File: src/rtl/systolic_skew_feeder.sv
// Diagonal skew feeder for the systolic array edge: lane i lags lane 0 by i cycles.
// Optional SKEW_FEEDER_STALL_CNT_EN adds a saturating per-tile stall counter output.
module systolic_skew_feeder #(
  parameter int unsigned OPERAND_WIDTH = 8,
  parameter int unsigned ARRAY_DIM     = 4,
  parameter int unsigned K_WIDTH       = 8
) (
  input  logic                               clk_i,
  input  logic                               reset,
  input  logic                               start_i,
  input  logic [K_WIDTH-1:0]                 k_len_i,
  output logic                               busy_o,
  output logic                               done_o,
  input  logic                               in_valid_i,
  output logic                               in_ready_o,
  input  logic [ARRAY_DIM*OPERAND_WIDTH-1:0] in_data_i,
  output logic [ARRAY_DIM*OPERAND_WIDTH-1:0] out_data_o,
  output logic [ARRAY_DIM-1:0]               out_valid_o
`ifdef SKEW_FEEDER_STALL_CNT_EN
  ,
  output logic [15:0]                        stall_cnt_o
`endif
);

  localparam int unsigned FLUSH_W = $clog2(ARRAY_DIM);

  typedef enum logic [1:0] {
    IDLE,
    STREAM,
    FLUSH,
    DONE
  } state_t;

  state_t               state;
  logic [K_WIDTH-1:0]   k_len;
  logic [K_WIDTH-1:0]   beat_cnt;
  logic [FLUSH_W-1:0]   flush_cnt;
  logic                 accept;

  assign accept = in_valid_i & in_ready_o;

  // Tile sequencer; handshake/status outputs are registered alongside the state.
  always_ff @(posedge clk_i) begin
    if (reset) begin
      state      <= IDLE;
      k_len      <= '0;
      beat_cnt   <= '0;
      flush_cnt  <= '0;
      in_ready_o <= 1'b0;
      busy_o     <= 1'b0;
      done_o     <= 1'b0;
    end else begin
      case (state)
        IDLE: begin
          if (start_i) begin
            k_len    <= k_len_i;
            beat_cnt <= '0;
            busy_o   <= 1'b1;
            if (k_len_i == '0) begin
              state  <= DONE;
              done_o <= 1'b1;
            end else begin
              state      <= STREAM;
              in_ready_o <= 1'b1;
            end
          end
        end
        STREAM: begin
          if (in_valid_i) begin
            beat_cnt <= beat_cnt + K_WIDTH'(1);
            if (beat_cnt == k_len - K_WIDTH'(1)) begin
              state      <= FLUSH;
              in_ready_o <= 1'b0;
              flush_cnt  <= '0;
            end
          end
        end
        FLUSH: begin
          if (flush_cnt == FLUSH_W'(ARRAY_DIM - 2)) begin
            state  <= DONE;
            done_o <= 1'b1;
          end else begin
            flush_cnt <= flush_cnt + FLUSH_W'(1);
          end
        end
        DONE: begin
          state  <= IDLE;
          done_o <= 1'b0;
          busy_o <= 1'b0;
        end
        default: begin
          state      <= IDLE;
          in_ready_o <= 1'b0;
          busy_o     <= 1'b0;
          done_o     <= 1'b0;
        end
      endcase
    end
  end

  // Per-lane delay line of depth i+1; non-accepted slots enter as zero/invalid.
  for (genvar i = 0; i < ARRAY_DIM; i++) begin : g_lane
    logic [OPERAND_WIDTH-1:0] dq [0:i];
    logic                     vq [0:i];

    always_ff @(posedge clk_i) begin
      if (reset) begin
        for (int j = 0; j <= i; j++) begin
          dq[j] <= '0;
          vq[j] <= 1'b0;
        end
      end else begin
        dq[0] <= accept ? in_data_i[i*OPERAND_WIDTH +: OPERAND_WIDTH] : '0;
        vq[0] <= accept;
        for (int j = 1; j <= i; j++) begin
          dq[j] <= dq[j-1];
          vq[j] <= vq[j-1];
        end
      end
    end

    assign out_data_o[i*OPERAND_WIDTH +: OPERAND_WIDTH] = dq[i];
    assign out_valid_o[i]                               = vq[i];
  end

`ifdef SKEW_FEEDER_STALL_CNT_EN
  // Counts STREAM cycles without upstream data; cleared by an accepted start.
  always_ff @(posedge clk_i) begin
    if (reset) begin
      stall_cnt_o <= '0;
    end else if (state == IDLE && start_i) begin
      stall_cnt_o <= '0;
    end else if (state == STREAM && !in_valid_i && stall_cnt_o != 16'hFFFF) begin
      stall_cnt_o <= stall_cnt_o + 16'd1;
    end
  end
`endif

endmodule

File: config.mk
export PLATFORM = sky130hd
export DESIGN_NAME = systolic_skew_feeder
export DESIGN_NICKNAME = d
export VERILOG_FILES = /design/src/rtl/systolic_skew_feeder.sv
export SDC_FILE = /design/constraint.sdc
export NUM_CORES = 1
export LEC_CHECK = 0
export ABC_AREA = 1
export CAP_MARGIN = 0
export CORE_AREA = 5 5 95 97
export DETAILED_ROUTE_END_ITERATION = 7
export DIE_AREA = 0 0 100 102
export GPL_ROUTABILITY_DRIVEN = 0
export PLACE_DENSITY_LB_ADDON = 0.15
export SLEW_MARGIN = 20
export SYNTH_ARGS = -nofsm -noshare
export SYNTH_HDL_FRONTEND = slang
export SYNTH_SLANG_ARGS = --single-unit
File: constraint.sdc
create_clock -name clk_i -period 2.7 [get_ports clk_i]
set_clock_uncertainty 0.2 [all_clocks]
set_input_delay 0.27 -clock clk_i [delete_from_list [all_inputs] [get_ports clk_i]]
set_output_delay 0.27 -clock clk_i [all_outputs]
set_load 0.005 [all_outputs]
After elaboration in Yosys (flattened, before gate mapping)

Memories as Yosys holds them, arrays and structs flattened.
Cells that the tools add are included.

Memory bits (writable): 90
Word-level logic and storage cells: 117
Register bits: 23
Input port bits: 44
Memories kept: 8
Output and inout bits: 39

Add/sub/neg operators: 3
Bitwise logic cells: 19
Muxes and demuxes: 53
Reductions and logical operators: 15
Equality and inequality tests: 12

Memories:

| name            | depth | width | read ports | clocked after memory_dff | wr ports | line | RTL |
|---|---|---|---|---|---|---|---|
| g_lane[3].dq    | 4     | 8     | 4          | 0                        | 4        | 103  | `logic [OPERAND_WIDTH-1:0] dq [0:i];` |
| g_lane[2].dq    | 3     | 8     | 3          | 0                        | 3        | 103  |  |
| g_lane[1].dq    | 2     | 8     | 2          | 0                        | 2        | 103  |  |
| g_lane[0].dq    | 1     | 8     | 1          | 0                        | 1        | 103  |  |
| g_lane[3].vq    | 4     | 1     | 4          | 0                        | 4        | 104  | `logic vq [0:i];` |
| g_lane[2].vq    | 3     | 1     | 3          | 0                        | 3        | 104  |  |
| 2 more memories | -     | -     | -          | -                        | -        | -    |  |

Operator list:

| operator                                                           | count |
|---|---|
| 8-bit 2-to-1 mux                                                   | 16 |
| 1-bit 2-to-1 mux                                                   | 23 |
| 1-bit bitwise OR                                                   | 18 |
| 2-bit 2-to-1 mux                                                   | 8 |
| 8-bit one-hot mux with 2 select lines                              | 1 |
| 2-bit inequality test, second input constant                       | 7 |
| 4-bit AND reduction                                                | 3 |
| 8-bit by 1-bit adder with 8-bit output, second input constant      | 1 |
| 8-bit == test                                                      | 1 |
| 8-bit logical NOT                                                  | 1 |
| 2-bit one-hot mux with 4 select lines                              | 1 |
| 8-bit OR reduction                                                 | 1 |
| 8-bit by 1-bit subtractor with 8-bit output, second input constant | 1 |
| 2-bit == test, second input constant                               | 3 |
| 2-bit nonzero test                                                 | 3 |
| 5-bit AND reduction                                                | 1 |
| 1-bit one-hot mux with 2 select lines                              | 2 |
| 2-bit one-hot mux with 2 select lines                              | 1 |
| 2-bit AND reduction                                                | 2 |
| 1-bit one-hot mux with 3 select lines                              | 1 |
| 3-bit AND reduction                                                | 1 |
| 3-bit nonzero test                                                 | 1 |
| 2-bit by 1-bit adder with 2-bit output, second input constant      | 1 |
| 2-bit by 1-bit == test with 1-bit output, second input constant    | 1 |
| 3 further kinds                                                    | 3 |

Logic depth before layout (Yosys ltp)

Gate-level depths: netlist of run 1.

Word-level depth: 5
Depth in mapped cells: 14

Worst setup path before layout of run 1

OpenSTA, ideal clock, no wires.

Path type: register -> register
Start point: register state[0]
End point: register beat_cnt[7]
Arrival time: 1,523 ps
Data required time: 2,360 ps
Path buffers: 1
Clock period less this slack: 1,862 ps
Slack: 838 ps
Stages on the path, launching flop included: 12
Path through: dfxtp_1 inv_1 ha_1 clkbuf_2 o21ai_2 nand2_2 nor2_4 inv_2 nor2_4 nand2_2 nor3_1 nor3b_2

Longest elaborated chain between the ends: 3
Elaborated cells on any way between the ends: 7
Classes of those cells: eq/ne (3); mux (1); reduce/logical (3)

Ends and longest elaborated chain:

| what                                                                          | line | RTL |
|---|---|---|
| from (decl)                                                                   | 34   | `state_t state;` |
| from (signal assigned)                                                        | 45   | `state <= IDLE;` |
| from (signal assigned)                                                        | 60   | `state <= DONE;` |
| from (signal assigned)                                                        | 63   | `state <= STREAM;` |
| 2-bit by 1-bit == test with 1-bit output or 2-bit logical NOT (tied branches) | 53   | `case (state)` |
| 2-bit inequality test (no line) or 2-bit nonzero test (tied branches)         | -    |  |
| 3-bit AND reduction (no line)                                                 | -    |  |
| to (signal assigned)                                                          | 70   | `beat_cnt <= beat_cnt + K_WIDTH'(1);` |
| to (decl)                                                                     | 36   | `logic [K_WIDTH-1:0] beat_cnt;` |

Parallel ways exist; a longest one is shown, timed or not.
A chain may end at the register's enable or synchronous reset.

Worst setup path in the final report of run 1

Start point: register state[1]
End point: register beat_cnt[7]

The elaborated chain is that of the path after synthesis.

==> results of run 1 <==
-- per-layer routing --
| metal | part of all wire (%) | global-route usage, % |
|---|---|---|
| met1 | 42 | 17.0 |
| met2 | 48 | 23.8 |
| met3 | 7.9 | 6.01 |
| met4 | 2.0 | 6.63 |
| met5 | 0 | 0 |
-- placed cells by master, fill, tap and decap left out, types with 8 or more instances in the layout --
cell type and instances:
o21ai_0 17, a21oi_1 16, nand2_1 32, dfxtp_1 107, clkbuf_8 9, nand3_1 14
inv_1 111, clkdlybuf4s50_1 81, ha_1 8, nor2_1 107
-- registers in the layout, summed over array words and instances (netlist names) --
name        flops
done_o          1
state           2
k_len           8
flush_cnt       2
beat_cnt        8
g_lane.vq       4
g_lane.dq      80
in_ready_o      1
busy_o          1
-- power by group through the flow --
stage | sequential (W) | clock, W | combinational (W)
2_1_floorplan | 0.00183 | 0 | 0.000769
4_1_cts | 0.00181 | 0.000926 | 0.00106
6_report | 0.00181 | 0.000897 | 0.00105
5_1_grt | 0.00183 | 0.000998 | 0.00121
3_5_place_dp | 0.00185 | 0 | 0.00106
3_3_place_gp | 0.00184 | 0 | 0.00102
-- metrics by stage --
stage	worst slack (ns)	total power (W)	util, %	cells
final	0.543	0.00376	61.0	663
after global routing	0.282	0.00404	61.0	663
after CTS	0.508	0.00380	61.0	663
after detailed placement	0.535	0.00291	58.6	646
after global placement	0.644	0.00286	58.6	646
after floorplan	0.838	0.00260	-	489
-- tightest hold or removal path, delay by kind of cell (launching register included) --
kind	cells	cell delay, ns
DFF	1	0.31
and+or+nand+nor	1	0.03
buffers and inverters	1	0.04
-- cells in the mapped netlist --
cell / n
a211oi_1: 1
a21oi_1: 16
buf_1: 3
buf_4: 20
clkbuf_1: 8
clkbuf_2: 1
clkinv_1: 1
dfxtp_1: 107
ha_1: 8
inv_1: 111
inv_2: 3
nand2_1: 32
nand2_2: 7
nand2_4: 1
nand2b_1: 1
nand3_1: 14
nand3_2: 3
nand4_1: 3
nor2_1: 107
nor2_2: 3
nor2_4: 2
nor3_1: 3
nor3b_1: 2
nor3b_2: 1
o211a_1: 1
o21ai_0: 17
o21ai_1: 1
o21ai_2: 1
or2_0: 1
or2_1: 1
or2_2: 1
xnor2_1: 4
xnor2_2: 1
xor2_1: 3
-- cell families after synthesis --
kind of cell,after synthesis
AO/OA/AOI/OAI,37
XOR/XNOR,8
adder cells (fa/ha/maj),8
buffers and inverters,147
flip-flops,107
AND/OR/NAND/NOR,182
-- final timing paths --
| check | startpoint | end | slack [ns] |
|---|---|---|---|
| max reg2reg | state[1]$_SDFFE_PP0P_ | beat_cnt[7]$_SDFFE_PP0P_ | 0.54 |
| max | state[1]$_SDFFE_PP0P_ | beat_cnt[7]$_SDFFE_PP0P_ | 0.54 |
| min | g_lane[3].dq[2][3]$_SDFF_PP0_ | g_lane[3].dq[3][3]$_SDFF_PP0_ | 0.20 |
| min reg2reg | g_lane[3].dq[2][3]$_SDFF_PP0_ | g_lane[3].dq[3][3]$_SDFF_PP0_ | 0.20 |
-- area by class of cell --
type,instances,area [um2],share of cell area [%]
inverter,115,432,8.79
sequential,107,2140,43.6
clock inverter,6,57.6,1.17
tap,105,131,2.68
multi-input combinational,235,1180,24.0
timing repair buffer,85,841,17.1
clock buffer,10,128,2.60
-- what timing repair did --
item,in CTS,in global routing
endpoints found under the hold margin,1,0
setup endpoints to repair,0,0
hold buffers,1,0
==> metrics.txt, run 1 <==
status=complete, no violations; Yosys top cell by area=dfxtp_1; share of cells above drive strength 1=approximately 7.3%; setup TNS=0 ns; HPWL Detailed=5150 um; FILL cells=728; Area Overhead vs Synth=24.3%; Finish-stage setup viols=0; RSZ-0062 raised after global routing=false; I/O pins=83; Ys Warns=0; Sequential Power Share=48.2%; switching portion of total power=between 30% and 40%; worst ir drop on vdd=roughly 0.4 mV; sequential fraction of the synthesis area=54.2%; Max-Cap Viols=0; setup bufs post-CTS=0; CP Data Required Time=around 2.8 ns; Hold Path Stages=2; CTS tree=yes; max-slew violation count=0; Post-Synth XOR/XNOR Area=1.96%; CTS max path bufs=2; WP buf/inv=2; design area=between 0.004 and 0.005 mm2; die area=0.0102 mm2; simple-gate share of the synthesized area=20.4%; die width=roughly 100 um; worst-path maximum fanout=17; 1st-iter DRT viols=a little over 80; P_int=0.00252 W; H-tree levels=3; first-pass GRT wire length=11800 um; vias per cell=around 4.3; Inserted Diodes=0; via count=around 2800; Post-Syn Instances=489; Post-Route WL=6920 um; synth unique cells=34; initial antenna violation count=0; endpoints failing hold=0; Post-CTS Resized=0; CP peak stage delay=0.36 ns; crit share post-route=roughly four fifths; All-Layer GR Usage=14.6%; clock sink count=107; Stages on worst setup path=11; slowest stage cell, crit path=dfxtp_1; critical path launch point type=flip-flop; CTS Root Cell=clkbuf_8; combinational share of power=27.9%; worst path arrival time=2.22 ns; Synth Area in Compound Gates=4.97%; clk_lat worst skew=0.36 ns; Num CTS Buffers=9; number of detailed-route iterations in the first pass=4; fin crit period=roughly 2.2 ns; mux cell area share after synthesis=0%; clock share of power=23.9%; worst reg2reg path depth=11; Hold/Removal Path Class=flip-flop to flip-flop; # DRC=0; Cell Rows=33; I/O Buffers=82; share of the synthesized area in the top cell type=between 50% and 60%; largest net degree at the start of global routing=55; Slew @ Worst Pin=0.982 ns; fmax=464 MHz; Post-DP Area=0.00471 mm2; Avg Cell Area, Syn=8.08 um2; grt ovf=0; pwr dens=~770 mW/mm2; Leak Pwr=slightly above 2 nW; Crit. End Element=flip-flop; Core Region=0.00805 mm2; dominant cells by area after synthesis=dfxtp_1 54%, inv_1 11%, nor2_1 10%, buf_4 3.8%, nand2_1 3.0%; clock slew at reported path FFs=0.11 ns; CP Cell Sequence=inv_1 -> ha_1 -> nand2_2 -> o21ai_2 -> nand2_2 -> nor2_4 -> inv_2 -> nor2_4 -> nand2_2 -> nor3_1 -> nor3b_2; Mapped Nets=541; Post-Synth Adder-Cell Area=between 2 and 3%; Post-Syn Area=around 0.0039 mm2; Die Y=102 um; vias in the first global route=2711; cell family with most CP delay=simple AND/OR/NAND/NOR gates; Nets=roughly 600; Slew HR=34.5%; kind of critical path=flip-flop to flip-flop; Hold Slack=0.198 ns; Starting Density=between 40% and 50%; Avg WL per Cell=10.4 um; critical path's most frequent cell=nand2_2; antenna violation net count after detailed routing=0; register bit total from synthesis=107; largest family of logic cells by synthesized area=simple AND/OR/NAND/NOR gates; Net Switching=0.00124 W
(Power assumes the default switching activity.)
==> run 2: changes to the inputs <==
- clock period: 2.7 -> 2.25 ns (I/O delays scaled with it)
==> run 2 against run 1 <==
  * Worst setup slack worse by 0.34 ns
  * Wire length is 0.38% higher
  * Power is 22% higher
  * Register-to-register slack worse by 0.34 ns
  * Cell count is 0.30% higher
  * Sequential share of layout area is 0.24 points lower
  * Non-clock buffer count is 2 higher
  * Sequential power is 20% higher
  * Design area is 0.56% higher
  * Sequential cell count stayed put
  * Fmax is 5.4% higher
  * Utilization is 0.34 points higher
==> metrics.txt, run 2 (same netlist as run 1, synthesis figures left out) <==
commonest non-fill, non-tap cell in the layout=inv_1 (unchanged); CP Cell Sequence=inv_1 -> ha_1 -> inv_1 -> or2_2 -> nand2_1 -> inv_1 -> o21ai_0 -> nor2_1 -> o21ai_0 -> a21oi_1 (was inv_1 -> ha_1 -> nand2_2 -> o21ai_2 -> nand2_2 -> nor2_4 -> inv_2 -> nor2_4 -> nand2_2 -> nor3_1 -> nor3b_2); Inserted Diodes=0 (unchanged); switching portion of total power=32.8% (was 32.9%); critical path's most frequent cell=inv_1 (was nand2_2); Area Overhead vs Synth=25.0% (was 24.3%); vias in the first global route=2727 (was 2711); Hold Path Stages=3 (was 2); max-slew violation count=0 (unchanged); CTS Root Cell=clkbuf_8 (unchanged); Net Switching=0.00150 W (was 0.00124 W); clock sink count=107 (unchanged); CTS tree=yes (unchanged); reg2reg end=done_o$_SDFFE_PP0P_ (was beat_cnt[7]$_SDFFE_PP0P_); 1st-iter DRT viols=63 (was 83); Post-CTS Resized=0 (unchanged); grt ovf=0 (unchanged); hold endpoint=state[1]$_SDFFE_PP0P_ (was g_lane[3].dq[3][3]$_SDFF_PP0_); worst-path maximum fanout=8 (was 17); Avg WL per Cell=10.4 um (about the same); Slew HR=73.5% (was 34.5%); Finish-stage setup viols=0 (unchanged); flop-to-flop setup slack=0.20 ns (was 0.54 ns); clock share of power=24.9% (was 23.9%); worst reg2reg path depth=10 (was 11); # DRC=0 (unchanged); number of detailed-route iterations in the first pass=4 (unchanged); Hold Path Origin=reset (was g_lane[3].dq[2][3]$_SDFF_PP0_); setup bufs post-CTS=0 (unchanged); pwr dens=928 mW/mm2 (was 765 mW/mm2); Core Region=0.00805 mm2 (unchanged); worst path arrival time=2.10 ns (was 2.22 ns); vias per cell=4.39 (was 4.28); crit share post-route=91.0% (was 79.9%); fin crit period=2.05 ns (was 2.16 ns); share of cells above drive strength 1=8.04% (was 7.35%); die width=100 um (unchanged); worst ir drop on vdd=0.426 mV (was 0.393 mV); CP peak stage delay=0.36 ns (about the same); Nets=607 (was 605); Die Y=102 um (unchanged); kind of critical path=flip-flop to flip-flop (unchanged); status=complete, no violations (unchanged); Hold/Removal Path Class=input port to flip-flop (was flip-flop to flip-flop); All-Layer GR Usage=14.2% (was 14.6%); HPWL Detailed=5230 um (was 5150 um); via count=2922 (was 2835); slowest stage cell, crit path=dfxtp_1 (unchanged); hold buffers post-CTS=0 (was 1); Slew @ Worst Pin=0.393 ns (was 0.982 ns); Max-Cap Viols=0 (unchanged); Cell Rows=33 (unchanged); Starting Density=49.0% (unchanged); fmax=489 MHz (was 464 MHz); reg2reg start=state[0]$_SDFFE_PP0P_ (was state[1]$_SDFFE_PP0P_); clock slew at reported path FFs=0.10 ns (was 0.11 ns); Num CTS Buffers=9 (unchanged); Leak Pwr=2.10 nW (was 2.07 nW); first-pass GRT wire length=11500 um (was 11800 um); largest registers=g_lane.dq (80), beat_cnt (8), k_len (8) (unchanged); combinational share of power=27.5% (was 27.9%); H-tree levels=3 (unchanged); setup TNS=0 ns (unchanged); FILL cells=747 (was 728); Sequential Power Share=47.5% (was 48.2%); Crit. End Element=flip-flop (unchanged); fin util=61.3% (was 61.0%); initial antenna violation count=0 (unchanged); critical path launch point type=flip-flop (unchanged); clk_lat worst skew=0.36 ns (about the same); CP Data Required Time=2.31 ns (was 2.76 ns); largest net degree at the start of global routing=37 (was 55); P_int=0.00308 W (was 0.00252 W); I/O pins=83 (unchanged); CTS max path bufs=2 (unchanged); antenna violation net count after detailed routing=0 (unchanged); Reg with most FFs=g_lane.dq (unchanged); RSZ-0062 raised after global routing=false (unchanged); Largest register FFs=80 (unchanged); I/O Buffers=82 (unchanged); endpoints failing hold=0 (unchanged); Post-Route WL=6950 um (was 6920 um); die area=0.0102 mm2 (unchanged); most frequent cells in the layout=111 x inv_1, 107 x nor2_1, 107 x dfxtp_1 (unchanged)
run 2: area by class of cell:
cell class                      instances  area (um2)  share of cell area [%]
Tap cell                              105         131                    2.66
Clock buffer                           10         138                    2.79
Clock inverter                          6        62.6                    1.27
Multi-Input combinational cell        235        1180                    23.9
Inverter                              115         432                    8.74
Sequential cell                       107        2140                    43.4
Timing Repair Buffer                   87         853                    17.3
run 2: worst max path at each step:
stage / from / end / slack, ns / cells past startpoint
after CTS: state[0]$_SDFFE_PP0P_ / done_o$_SDFFE_PP0P_ / 0.21 / 10
after global placement: state[0]$_SDFFE_PP0P_ / done_o$_SDFFE_PP0P_ / 0.33 / 10
after global routing: k_len[0]$_SDFFE_PP0P_ / flush_cnt[1]$_SDFFE_PP0P_ / 0.006 / 12
after floorplan: state[0]$_SDFFE_PP0P_ / beat_cnt[7]$_SDFFE_PP0P_ / 0.39 / 11
after detailed placement: state[0]$_SDFFE_PP0P_ / done_o$_SDFFE_PP0P_ / 0.23 / 10
final: state[0]$_SDFFE_PP0P_ / done_o$_SDFFE_PP0P_ / 0.20 / 10
run 2: power by group through the flow:
stage,combinational (W),clock [W],sequential [W]
CTS,0.00127,0.00118,0.00218
floorplan,0.000922,0,0.00220
global placement,0.00123,0,0.00222
global route,0.00145,0.00127,0.00220
finish,0.00126,0.00114,0.00218
detailed placement,0.00126,0,0.00222
run 2: per-stage QoR:
step	std cells	setup WS [ns]	area (um2)	total power, W	hold slack, ns
after detailed placement	649	0.233	4740	0.00349	0.192
after floorplan	489	0.388	3950	0.00312	0.137
after global placement	649	0.334	4740	0.00345	0.189
final	665	0.204	4940	0.00458	0.0900
after CTS	665	0.209	4940	0.00463	0.0737
after global routing	665	0.00580	4940	0.00491	0.101
run 2: metal layers:
layer	GRT usage, %	part of all wire, %	vias to the layer above
met5	0	0	-
li1	-	-	1540
met2	25.2	50	68
met1	15.1	40	1305
met3	5.87	8.3	9
met4	5.18	1.5	0
run 2: critical path: cells and delay by family (launching register included):
family	cells	cell delay [ns]
adders and majority gates	1	0.35
DFF	1	0.36
and+or+nand+nor	3	0.45
AOI/OAI and AO/OA	3	0.32
buffers and inverters	3	0.27
==> run 3: changes to the inputs <==
- clock period: 2.25 -> 2.6 ns (I/O delays scaled with it)
==> run 3 against run 2 <==
  * Clock-buffer cell count stayed put
  * Sequential share of layout area is 0.20 points higher
  * Clock power fell by 14%
  * Fmax decreased by 5.6%
  * Largest cell class unchanged
==> metrics.txt, run 3 (same netlist as run 1, synthesis figures left out) <==
vias per cell=4.30 (was 4.39); Crit. End Element=flip-flop (unchanged); share of cells above drive strength 1=7.54% (was 8.04%); Starting Density=49.0% (unchanged); Leak Pwr=2.09 nW (was 2.10 nW); CTS tree=yes (unchanged); H-tree levels=3 (unchanged); CP peak stage delay=0.36 ns (about the same); worst path arrival time=2.22 ns (was 2.10 ns); fin crit period=2.17 ns (was 2.05 ns); Cell Rows=33 (unchanged); Slew HR=35.2% (was 73.5%); clock sink count=107 (unchanged); first-pass GRT wire length=11300 um (was 11500 um); endpoints failing hold=0 (unchanged); pwr dens=802 mW/mm2 (was 928 mW/mm2); area of the multi-input gates=0.00118 mm2 (unchanged); die area=0.0102 mm2 (unchanged); CTS max path bufs=2 (unchanged); Area Overhead vs Synth=24.5% (was 25.0%); kind of critical path=flip-flop to flip-flop (unchanged); Largest register FFs=80 (unchanged); met3 WL=479 um (was 578 um); Avg WL per Cell=10.3 um (was 10.4 um); I/O pins=83 (unchanged); fmax=461 MHz (was 489 MHz); Num CTS Buffers=9 (unchanged); 1st-iter DRT viols=65 (was 63); most frequent cells in the layout=111 x inv_1, 107 x nor2_1, 107 x dfxtp_1 (unchanged); FILL cells=754 (was 747); Hold/Removal Path Class=input port to flip-flop (unchanged); antenna violation net count after detailed routing=0 (unchanged); status=complete, no violations (unchanged); clk_lat worst skew=0.36 ns (about the same); Slew @ Worst Pin=0.971 ns (was 0.393 ns); largest net degree at the start of global routing=39 (was 37); CP Data Required Time=2.65 ns (was 2.31 ns); setup bufs post-CTS=0 (unchanged); crit share post-route=83.4% (was 91.0%); Finish-stage setup viols=0 (unchanged); RSZ-0062 raised after global routing=false (unchanged); clock slew at reported path FFs=0.10 ns (about the same); initial antenna violation count=0 (unchanged); via count=2848 (was 2922); All-Layer GR Usage=14.0% (was 14.2%); Core Region=0.00805 mm2 (unchanged); max layer used=met4 (unchanged); die width=100 um (unchanged); routed length on met1=2940 um (was 2810 um); Max-Cap Viols=0 (unchanged); Post-CTS Resized=0 (unchanged); max-slew violation count=0 (unchanged); vias in the first global route=2713 (was 2727); worst-path maximum fanout=17 (was 8); CTS Root Cell=clkbuf_8 (unchanged); # DRC=0 (unchanged); Post-Route WL=6810 um (was 6950 um); Register Area=0.00214 mm2 (unchanged); worst ir drop on vdd=0.370 mV (was 0.426 mV); critical path launch point type=flip-flop (unchanged); Die Y=102 um (unchanged); critical path's most frequent cell=nand2_2 (was inv_1); commonest non-fill, non-tap cell in the layout=inv_1 (unchanged); setup TNS=0 ns (unchanged); grt ovf=0 (unchanged); Inserted Diodes=0 (unchanged); fin util=61.0% (was 61.3%); met2 WL post-DR=3290 um (was 3460 um); hold buffers post-CTS=0 (unchanged); Nets=604 (was 607); slowest stage cell, crit path=dfxtp_1 (unchanged); largest registers=g_lane.dq (80), beat_cnt (8), k_len (8) (unchanged); CP Cell Sequence=inv_1 -> ha_1 -> nand2_2 -> o21ai_2 -> nand2_2 -> nor2_4 -> inv_2 -> nor2_4 -> nand2_2 -> nor3_1 -> nor3b_2 (was inv_1 -> ha_1 -> inv_1 -> or2_2 -> nand2_1 -> inv_1 -> o21ai_0 -> nor2_1 -> o21ai_0 -> a21oi_1); number of detailed-route iterations in the first pass=4 (unchanged); I/O Buffers=82 (unchanged); Reg with most FFs=g_lane.dq (unchanged); HPWL Detailed=5140 um (was 5230 um)
[run 3: cell types whose count changed in the layout (fill, tap and decap cells not counted)]
cell / previous run / this run
clkinv_4: 1 / 2
inv_6: 3 / 2
buf_4: 5 / 2
[run 3: per-layer routing]
metal | vias to the layer above | track usage [%]
met5 | - | 0
met4 | 0 | 6.84
met3 | 12 | 4.98
met2 | 60 | 23.9
met1 | 1244 | 15.7
li1 | 1532 | -
[run 3: path summary, 6_finish.rpt]
check / start / end / slack (ns) / cells after the start
max: state[0]$_SDFFE_PP0P_ / beat_cnt[7]$_SDFFE_PP0P_ / 0.43 / 11
min reg2reg: g_lane[3].dq[1][1]$_SDFF_PP0_ / g_lane[3].dq[2][1]$_SDFF_PP0_ / 0.20 / 2
min: reset / g_lane[2].dq[0][18]$_SDFF_PP0_ / 0.07 / 2
max reg2reg: state[0]$_SDFFE_PP0P_ / beat_cnt[7]$_SDFFE_PP0P_ / 0.43 / 11
[run 3: critical path: cells and delay by family, from the launching register on]
kind,cells,cell delay (ns)
simple gates,7,0.88
compound gates,1,0.12
buf+inv,2,0.16
fa+ha+maj,1,0.34
flops,1,0.36
[run 3: layout make-up]
type / count / share of cell area (%)
Timing Repair Buffer: 84 / 16.9
Clock buffer: 10 / 2.80
Multi-Input combinational cell: 235 / 24.0
Inverter: 115 / 8.78
Clock inverter: 6 / 1.27
Tap cell: 105 / 2.67
Sequential cell: 107 / 43.6
[run 3: power breakdown]
group | leakage, nW | switching, W | total, W | internal [W]
clock network | 0.102 | 0.000584 | 0.000984 | 0.000400
registers | 0.867 | 0.0000950 | 0.00188 | 0.00179
logic | 1.12 | 0.000612 | 0.00107 | 0.000463
total | 2.09 | 0.00129 | 0.00394 | 0.00265
[run 3: metrics by stage]
| step | setup WS, ns | total power (W) | std cells | area, um2 | hold WS (ns) |
|---|---|---|---|---|---|
| floorplan | 0.738 | 0.00270 | 489 | 3950 | 0.172 |
| global placement | 0.539 | 0.00298 | 646 | 4710 | 0.189 |
| detailed placement | 0.446 | 0.00301 | 646 | 4710 | 0.192 |
| CTS | 0.420 | 0.00400 | 662 | 4910 | 0.0602 |
| global route | 0.145 | 0.00421 | 662 | 4910 | 0.0772 |
| finish | 0.432 | 0.00394 | 662 | 4910 | 0.0722 |
